**config.mk**
```make
export PLATFORM = sky130hd
export DESIGN_NAME = ysyx_22050612_lsu
export DESIGN_NICKNAME = d
export VERILOG_FILES = /design/src/rtl/ysyx_22050612_pkg.sv /design/src/rtl/ysyx_22050612_lsu_align.sv /design/src/rtl/ysyx_22050612_lsu.sv
export SDC_FILE = /design/constraint.sdc
export NUM_CORES = 1
export LEC_CHECK = 0
export CAP_MARGIN = 20
export CELL_PAD_IN_SITES_DETAIL_PLACEMENT = 1
export CELL_PAD_IN_SITES_GLOBAL_PLACEMENT = 1
export CORE_UTILIZATION = 34
export CTS_CLUSTER_DIAMETER = 150
export CTS_CLUSTER_SIZE = 25
export DETAILED_ROUTE_END_ITERATION = 8
export PLACE_DENSITY_LB_ADDON = 0.1
export SYNTH_ARGS = -nofsm -noshare
export SYNTH_HDL_FRONTEND = slang
export SYNTH_HIERARCHICAL = 1
export SYNTH_SLANG_ARGS = --single-unit
```
**constraint.sdc**
```tcl
create_clock -name clk -period 2.7 [get_ports clk]
set_clock_uncertainty 0.2 [all_clocks]
set_input_delay 0.405 -clock clk [delete_from_list [all_inputs] [get_ports clk]]
set_output_delay 0.405 -clock clk [all_outputs]
set_load 0.01 [all_outputs]
```
**src/rtl/ysyx_22050612_pkg.sv**
```systemverilog
// Shared types for the load/store unit: access sizes, FSM states and the latched request record.
package ysyx_22050612_pkg;

  localparam int XLEN  = 64;
  localparam int MASKW = XLEN / 8;

  typedef enum logic [1:0] {
    SZ_B = 2'd0,
    SZ_H = 2'd1,
    SZ_W = 2'd2,
    SZ_D = 2'd3
  } size_e;

  typedef enum logic [1:0] {
    ST_IDLE,
    ST_REQ,
    ST_WAIT,
    ST_DONE
  } lsu_state_e;

  typedef struct packed {
    logic            we;
    size_e           size;
    logic            uns;
    logic [XLEN-1:0] addr;
    logic [XLEN-1:0] wdata;
    logic [4:0]      rd;
  } lsu_req_t;

  // An access must sit on a boundary of its own size within the 8-byte word.
  function automatic logic is_misaligned(input size_e size, input logic [2:0] off);
    logic mis;
    mis = 1'b0;
    unique case (size)
      SZ_B: mis = 1'b0;
      SZ_H: mis = off[0];
      SZ_W: mis = |off[1:0];
      SZ_D: mis = |off;
    endcase
    return mis;
  endfunction

endpackage

```
**src/rtl/ysyx_22050612_lsu_align.sv**
```systemverilog
// Combinational byte-lane steering: store data/mask placement and load extract with sign/zero extension.
module ysyx_22050612_lsu_align
  import ysyx_22050612_pkg::*;
(
  input  size_e             size_i,
  input  logic              unsigned_i,
  input  logic [2:0]        off_i,
  input  logic [XLEN-1:0]   wdata_i,
  input  logic [XLEN-1:0]   rdata_i,
  output logic [XLEN-1:0]   store_data_o,
  output logic [MASKW-1:0]  store_mask_o,
  output logic [XLEN-1:0]   load_data_o
);

  logic [5:0]      shamt;
  logic [XLEN-1:0] raw;
  logic            ext;

  assign shamt = {off_i, 3'b000};

  // NOTE: every output of a combinational block gets a default first so no path leaves it unassigned (no latch).
  always_comb begin
    store_data_o = wdata_i << shamt;
    store_mask_o = '0;
    raw          = rdata_i >> shamt;
    load_data_o  = raw;
    ext          = 1'b0;
    unique case (size_i)
      SZ_B: begin
        store_mask_o = 8'h01 << off_i;
        ext          = ~unsigned_i & raw[7];
        load_data_o  = {{56{ext}}, raw[7:0]};
      end
      SZ_H: begin
        store_mask_o = 8'h03 << off_i;
        ext          = ~unsigned_i & raw[15];
        load_data_o  = {{48{ext}}, raw[15:0]};
      end
      SZ_W: begin
        store_mask_o = 8'h0F << off_i;
        ext          = ~unsigned_i & raw[31];
        load_data_o  = {{32{ext}}, raw[31:0]};
      end
      SZ_D: begin
        store_mask_o = 8'hFF;
        load_data_o  = raw;
      end
    endcase
  end

endmodule

```
**src/rtl/ysyx_22050612_lsu.sv**
```systemverilog
// Multi-cycle load/store unit: request latch, IDLE->REQ->WAIT->DONE bus FSM and writeback capture.
module ysyx_22050612_lsu
  import ysyx_22050612_pkg::*;
(
  input  logic              clk,
  input  logic              rst,
  input  logic              req_valid,
  output logic              req_ready,
  input  logic              req_we,
  input  logic [1:0]        req_size,
  input  logic              req_unsigned,
  input  logic [XLEN-1:0]   req_addr,
  input  logic [XLEN-1:0]   req_wdata,
  input  logic [4:0]        req_rd,
  output logic              mem_valid,
  input  logic              mem_ready,
  output logic              mem_we,
  output logic [XLEN-1:0]   mem_addr,
  output logic [XLEN-1:0]   mem_wdata,
  output logic [MASKW-1:0]  mem_wmask,
  input  logic              mem_rvalid,
  input  logic [XLEN-1:0]   mem_rdata,
  output logic              wb_valid,
  output logic              wb_we,
  output logic [4:0]        wb_rd,
  output logic [XLEN-1:0]   wb_data,
  output logic              misalign
);

  lsu_state_e state_q, state_d;
  lsu_req_t   req_q;
  logic       misalign_q;
  logic       wb_we_q;
  logic [4:0] wb_rd_q;
  logic [XLEN-1:0] wb_data_q;

  logic            accept;
  logic            req_mis;
  logic            capture;
  logic [XLEN-1:0] store_data;
  logic [MASKW-1:0] store_mask;
  logic [XLEN-1:0] load_data;

  assign accept  = (state_q == ST_IDLE) && req_valid;
  assign req_mis = is_misaligned(size_e'(req_size), req_addr[2:0]);
  assign capture = (state_q == ST_WAIT) && mem_rvalid;

  ysyx_22050612_lsu_align u_align (
    .size_i       (req_q.size),
    .unsigned_i   (req_q.uns),
    .off_i        (req_q.addr[2:0]),
    .wdata_i      (req_q.wdata),
    .rdata_i      (mem_rdata),
    .store_data_o (store_data),
    .store_mask_o (store_mask),
    .load_data_o  (load_data)
  );

  always_comb begin
    state_d = state_q;
    unique case (state_q)
      ST_IDLE: if (accept && !req_mis) state_d = ST_REQ;
      ST_REQ:  if (mem_ready)          state_d = ST_WAIT;
      ST_WAIT: if (mem_rvalid)         state_d = ST_DONE;
      ST_DONE:                         state_d = ST_IDLE;
    endcase
  end

  // NOTE: sequential state uses non-blocking assignments so every register samples pre-edge values.
  always_ff @(posedge clk) begin
    if (rst) begin
      state_q    <= ST_IDLE;
      req_q      <= '0;
      misalign_q <= 1'b0;
      wb_we_q    <= 1'b0;
      wb_rd_q    <= '0;
      wb_data_q  <= '0;
    end else begin
      state_q    <= state_d;
      misalign_q <= accept && req_mis;
      if (accept) begin
        req_q <= '{we: req_we, size: size_e'(req_size), uns: req_unsigned,
                   addr: req_addr, wdata: req_wdata, rd: req_rd};
      end
      // Writeback fields change only on completion and otherwise hold their last value.
      if (capture) begin
        wb_we_q   <= !req_q.we && (req_q.rd != 5'd0);
        wb_rd_q   <= req_q.rd;
        wb_data_q <= req_q.we ? '0 : load_data;
      end
    end
  end

  assign req_ready = (state_q == ST_IDLE);
  assign mem_valid = (state_q == ST_REQ);
  assign mem_we    = mem_valid && req_q.we;
  assign mem_addr  = {req_q.addr[XLEN-1:3], 3'b000};
  assign mem_wdata = store_data;
  assign mem_wmask = req_q.we ? store_mask : '0;
  assign wb_valid  = (state_q == ST_DONE);
  assign wb_we     = wb_we_q;
  assign wb_rd     = wb_rd_q;
  assign wb_data   = wb_data_q;
  assign misalign  = misalign_q;

endmodule

```
==> flow_metrics.py, run 1 <==
metrics = {
    "detailed_routing": {
        "firstDrtPassIters": 5,
        "avgViaCountPerCell": 5.49,
        "drc_errors": 0,
        "ant_nets": 0,
        "wl_per_cell_microns": 22.4,
        "drtIter0Drc": 736,
        "vias": 13000,
        "wirelength_microns": 53000,
    },
    "outcome": {
        "status": "finished, violations left",
        "violations": "negative setup slack",
    },
    "finish": {
        "multiInputGateArea_sq_mm": 0.00733,
        "drive_above_1_share": 0.181,
        "final-seq-area_sq_mm": 0.00421,
        "area_growth_pct": 41.5,
        "fillers": 4309,
        "final_net_count": 2113,
    },
    "pwr": {
        "internal_power_uw": 7460,
        "clock_power_share": 0.164,
        "power_uw": 12600,
        "vdd_drop_max_v": 0.000441,
        "pwr-share-comb": 0.520,
        "p_leak_uw": 0.00652,
        "power_frac_seq": 0.316,
        "p_sw_uw": 5170,
        "power.density_mw_per_mm2": 710,
        "p_sw_frac": 0.409,
    },
    "synth": {
        "yosysWarnings": 6,
        "synth_xor_xnor_area_share": 0,
        "synth_area_sq_mm": 0.0126,
        "yosys.area_share.simple": 0.207,
        "ys_types": 54,
        "synth_top_family_by_area": "simple AND/OR/NAND/NOR gates",
        "syn_inst": 1553,
        "yosysSeqAreaShare": 0.335,
        "avgSynthCellArea_sq_um": 8.09,
        "async_flop_share": 0,
        "synth_adder_area_share": 0.00996,
        "synth-compound-area-share": 0.181,
        "ys.flop_type": "dfxtp_1",
        "synth.area.top_cells": "dfxtp_1 33%, nand2_1 13%, mux4_2 9.7%, a21oi_1 9.2%, buf_4 5.3%",
        "synthMuxAreaShare": 0.165,
        "synth-seq-cells": 210,
        "yosys.area.top_type": "dfxtp_1",
        "synth_top_area_frac": 0.335,
        "synth_edf_count": 0,
    },
    "critical_path": {
        "cpMostUsedCell": "buf_12",
        "setup.worst_path.end_class": "output pin",
        "cp.arrival_ps": 2130,
        "path_cells": "buf_12, buf_12, buf_6, mux4_2, nand2_1, o21ai_1, buf_4",
        "start_kind": "flip-flop",
        "cp_top_family": "buffers and inverters",
        "cp_max_fo": 5,
        "cp.required_ps": 2100,
        "crit_type": "flip-flop to output pin",
        "slowest_delay_ps": 480,
        "crit_buf_inv": 4,
        "worst_path_max_delay_cell": "mux4_2",
    },
    "timing": {
        "timing.fmax_mhz": 366,
        "rsz0062_at_grt": "yes",
        "report.final.slew_viol_count": 0,
        "slew-limit-headroom": 0.565,
        "setup_viol": 1,
        "fin_ws_ps": -34.3,
        "post-route-period-util": 1.01,
        "finalHoldViolCount": 0,
        "tightest_slew_ps": 650,
        "fin_crit_ps": 2730,
    },
    "floorplanning": {
        "die_height_microns": 194,
        "start_util": 0.344,
        "die_area_sq_mm": 0.0377,
        "io_pins": 417,
        "core_area_sq_mm": 0.0365,
        "num_rows": 70,
        "fp.dieW_microns": 194,
    },
    "flow_run": {
        "max_cap_violations": 0,
    },
    "place": {
        "dp_slack_ps": -55.5,
        "hpwl_microns": 38000,
        "place.gp.congestion": 0.948,
        "portBuffers": 413,
    },
    "clocking": {
        "cts_root_buf": "clkbuf_16",
        "cts.sinks": 210,
        "clk_pin_slew_ps": 110,
        "clockBufferDepth": 3,
        "tritoncts": "done",
        "h-tree-depth": 1,
        "cts_buffers": 12,
        "worstSkewPairLatency_ps": 490,
        "cts_hold_buf": 0,
    },
    "global_routing": {
        "grt_pass1_vias": 13100,
        "grt_use_total": 0.271,
        "gr-total-overflow": 0,
        "grt_start_max_net_pins": 72,
        "grt_pass1_wl_microns": 80000,
        "antenna_found_initial": 3,
    },
    "hold_path": {
        "hold_class": "input port to flip-flop",
    },
}
placed cells by master (no fill, tap or decap), drive strengths merged, types with 19 or more instances in the layout:
cell type,synthesis,routed
nand3b,66,66
mux2,24,24
nor2,61,61
buf,160,161
dfxtp,210,210
clkbuf,48,28
o211ai,19,19
and2,20,20
nand2,430,430
o21ai,41,41
mux2i,59,59
a32oi,32,32
a21oi,235,235
mux4,54,54
clkdlybuf4s50,0,340
synth_stat cells (7+ instances only):
| cell | count |
|---|---|
| o22ai_1 | 9 |
| o22a_1 | 7 |
| mux2_2 | 24 |
| a21oi_1 | 230 |
| nand2_1 | 430 |
| mux4_2 | 54 |
| buf_6 | 7 |
| o211ai_1 | 17 |
| dfxtp_1 | 210 |
| a32oi_1 | 32 |
| buf_4 | 89 |
| a22oi_1 | 15 |
| mux2i_1 | 59 |
| nor2_1 | 61 |
| buf_1 | 10 |
| o21ai_0 | 39 |
| inv_1 | 9 |
| buf_2 | 54 |
| and2_1 | 19 |
| nand3b_1 | 61 |
| ha_1 | 10 |
| o2bb2ai_1 | 7 |
| clkbuf_1 | 48 |
flip-flops by register name, summed over array words and instances (netlist names):
name,cells
mem_addr,61
misalign,1
req_q,76
state_q,2
wb_data,64
wb_rd,5
wb_we,1
final timing paths:
kind                                to  slack (ps)                     start  depth (start not counted)
min reg2reg   wb_data[11]$_SDFFE_PP0P_         260  wb_data[11]$_SDFFE_PP0P_                          2
min          mem_addr[36]$_SDFFE_PP0P_         180                       rst                          2
max reg2reg   wb_data[27]$_SDFFE_PP0P_         170    req_q[69]$_SDFFE_PP0P_                          9
max                      mem_wdata[45]         -30    req_q[69]$_SDFFE_PP0P_                          7
timing repair:
action,CTS,global route
pin swaps,5,8
resized for setup,242,92
hold endpoints to repair,0,0
endpoints found under the setup margin,73,80
buffers inserted,28,11
cloned,2,0
layer usage:
layer,part of all wire,track usage,vias up
met4,0.015,0.0500,4
met2,0.46,0.441,524
met1,0.44,0.369,6411
met5,0.00049,0,-
met3,0.081,0.0591,46
li1,-,-,6008
area by class of cell:
| type | count | area share |
|---|---|---|
| repair buffers | 536 | 0.296 |
| well taps | 468 | 0.0329 |
| multi-input cells | 1127 | 0.412 |
| flip-flops and latches | 210 | 0.237 |
| diodes | 1 | 0.000141 |
| clock buffers | 15 | 0.0187 |
| inverters | 10 | 0.00211 |
| clock inverters | 1 | 0.000915 |
worst register-to-register path: cells and delay by family, from the launching register on:
family | cells | cell delay, ps
buffers and inverters | 3 | 540
multiplexers | 1 | 540
flip-flops | 1 | 440
AO/OA/AOI/OAI | 3 | 380
AND/OR/NAND/NOR | 2 | 310
power groups by stage:
stage / Clock, uW / Combinational (uW) / Sequential, uW
after floorplan: 0 / 3840 / 3870
after global placement: 0 / 6170 / 4030
after detailed placement: 0 / 6250 / 4060
after CTS: 2140 / 6430 / 3960
after global routing: 2230 / 7060 / 4030
final: 2070 / 6570 / 3990
kinds of logic (layout without fill, tap and decap cells):
logic type      Yosys count  in the layout
compound gates          381            381
fa+ha+maj                10             10
buf+inv                 218            562
flops                   210            210
mux                     137            137
other cells               1              4
simple gates            596            596
metrics by stage:
step	instance area [sq um]	TNS, ps	util	hold WS (ps)	cells
floorplan	12600	0	-	233	1555
global placement	16900	0	0.463	239	2310
detailed placement	16900	-133	0.463	244	2310
CTS	17600	-288	0.482	173	2356
global route	17800	-360	0.487	193	2368
finish	17800	-34.3	0.487	178	2368
(Power assumes the default switching activity.)
==> run 2: changes to the inputs <==
--- a/config.mk
+++ b/config.mk
@@ -5,9 +5,11 @@
 export SDC_FILE = /design/constraint.sdc
 export NUM_CORES = 1
 export LEC_CHECK = 0
-export CAP_MARGIN = 20
+export ABC_CLOCK_PERIOD_IN_PS = 2700
+export CAP_MARGIN = 40
 export CELL_PAD_IN_SITES_DETAIL_PLACEMENT = 1
 export CELL_PAD_IN_SITES_GLOBAL_PLACEMENT = 1
+export CORE_ASPECT_RATIO = 0.6
 export CORE_UTILIZATION = 34
 export CTS_CLUSTER_DIAMETER = 150
 export CTS_CLUSTER_SIZE = 25
==> flow_metrics.py, run 2 (synthesis results as in run 1) <==
metrics = {
    "clocking": {
        "cts_root_buf": "clkbuf_16",
        "worstSkewPairLatency_ps": 500,
        "cts_buffers": 12,
        "cts.sinks": 210,
        "h-tree-depth": 1,
        "tritoncts": "done",
        "clk_pin_slew_ps": 110,
        "clockBufferDepth": 3,
    },
    "critical_path": {
        "cp.required_ps": 2100,
        "setup.worst_path.end_class": "output pin",
        "crit_type": "flip-flop to output pin",
        "slowest_delay_ps": 410,
        "cp_max_fo": 5,
        "cp.arrival_ps": 2110,
        "worst_path_max_delay_cell": "dfxtp_4",
        "path_cells": "buf_4, buf_4, mux2i_2, nor2_1, a21oi_2, nor2_1, dlygate4sd2_1",
        "cp-startpoint": "req_q[70]$_SDFFE_PP0P_",
        "r2r_setup_slack_ps": 0,
        "r2r_start": "req_q[69]$_SDFFE_PP0P_",
        "start_kind": "flip-flop",
    },
    "timing": {
        "fin_ws_ps": -10.1,
        "post-route-period-util": 1.00,
        "slew-limit-headroom": 0.491,
        "setup_viol": 3,
        "rsz0062_at_grt": "yes",
        "timing.fmax_mhz": 369,
        "report.final.slew_viol_count": 0,
        "fin_crit_ps": 2710,
        "tightest_slew_ps": 763,
        "finalHoldViolCount": 0,
    },
    "outcome": {
        "status": "finished, violations left",
        "violations": "negative setup slack",
    },
    "global_routing": {
        "grt_use_met3": 0.0785,
        "busiest_layer": "met2",
        "grt_use_total": 0.272,
        "grt_start_max_net_pins": 72,
        "gr-total-overflow": 0,
        "grt_use_met1": 0.386,
        "antenna_found_initial": 3,
        "gr-usage-met2": 0.407,
        "grt_pass1_wl_microns": 78700,
        "grt_pass1_vias": 12500,
    },
    "finish": {
        "largest_reg_flops": 76,
        "top_register": "req_q",
        "drive_above_1_share": 0.189,
        "area_growth_pct": 43.3,
        "final_cell_mix": "424 x nand2_1, 340 x clkdlybuf4s50_1, 218 x a21oi_1",
        "final_common_cell": "nand2_1",
        "final_net_count": 2121,
        "stdcell_area_sq_mm": 0.0180,
        "fillers": 4245,
    },
    "pwr": {
        "p_leak_uw": 0.00660,
        "power.density_mw_per_mm2": 711,
        "vdd_drop_max_v": 0.000430,
        "power_uw": 12800,
    },
    "floorplanning": {
        "core_area_sq_mm": 0.0363,
        "fp.dieW_microns": 250,
        "die_height_microns": 151,
        "num_rows": 54,
        "start_util": 0.346,
        "die_area_sq_mm": 0.0377,
        "io_pins": 417,
    },
    "detailed_routing": {
        "firstDrtPassIters": 5,
        "avgViaCountPerCell": 5.42,
        "drc_errors": 0,
        "ant_nets": 0,
        "wl_per_cell_microns": 22.5,
        "vias": 12900,
        "wirelength_microns": 53700,
        "drtIter0Drc": 976,
    },
    "flow_run": {
        "max_cap_violations": 0,
    },
    "hold_path": {
        "hold_class": "input port to flip-flop",
        "min_from": "rst",
    },
    "place": {
        "portBuffers": 413,
        "hpwl_microns": 39600,
        "dpl_cell_area_sq_mm": 0.0169,
        "place.gp.congestion": 0.970,
    },
}
[run 2: cell types whose count changed in the layout (fill, tap and decap cells not counted), sizes merged]
cell,previous run,this run
buf,161,156
bufbuf,0,4
clkbuf,28,32
clkdlybuf4s15,6,12
clkinv,0,1
diode,1,2
dlygate4sd2,15,12
dlymetal6s2s,1,2
[run 2: power by group]
group          total (uW)  switching, uW  internal (uW)
registers            4010            470           3540
logic                6790           3670           3120
clock network        2000           1160            847
[run 2: layout make-up]
cell class / instances / area (sq um) / share of cell area
multi-input cells: 1127 / 7420 / 0.412
repair buffers: 544 / 5380 / 0.299
flip-flops and latches: 210 / 4220 / 0.234
well taps: 476 / 596 / 0.0331
clock buffers: 14 / 308 / 0.0171
inverters: 10 / 40.0 / 0.00222
clock inverters: 2 / 32.5 / 0.00181
diodes: 2 / 5.00 / 0.000278
[run 2: worst paths after layout]
check,to,cells after the start
hold / removal,mem_addr[35]$_SDFFE_PP0P_,2
hold reg to reg,wb_data[2]$_SDFFE_PP0P_,2
setup / recovery,mem_wdata[19],7
setup reg to reg,wb_data[30]$_SDFFE_PP0P_,10
[run 2: worst max-delay path, delay by kind of cell (launching register included)]
kind	cells	cell delay [ps]
buf+inv	3	550
flops	1	410
mux	1	240
compound gates	1	230
simple gates	2	170
[run 2: per-layer routing]
layer	part of all wire	vias to the layer above
met5	0.00015	-
met4	0.019	2
met3	0.083	53
met2	0.43	459
met1	0.47	6377
li1	-	6024
[run 2: per-stage QoR]
| step | hold WS (ps) | cells | utilization | setup slack [ps] | TNS [ps] |
|---|---|---|---|---|---|
| 6_report | 124 | 2385 | 0.495 | -10.1 | -17.1 |
| 2_1_floorplan | 233 | 1555 | - | 480 | 0 |
| 4_1_cts | 108 | 2358 | 0.484 | -199 | -855 |
| 3_5_place_dp | 248 | 2310 | 0.465 | -19.6 | -19.6 |
| 5_1_grt | 135 | 2384 | 0.495 | -102 | -810 |
| 3_3_place_gp | 238 | 2310 | 0.465 | -47.6 | -47.6 |
[run 2: repair_timing]
action,CTS,global route
cloned,5,1
endpoints found under the setup margin,73,62
setup buffers,27,25
hold buffers,0,0
pin swaps,1,11
resized for setup,220,126
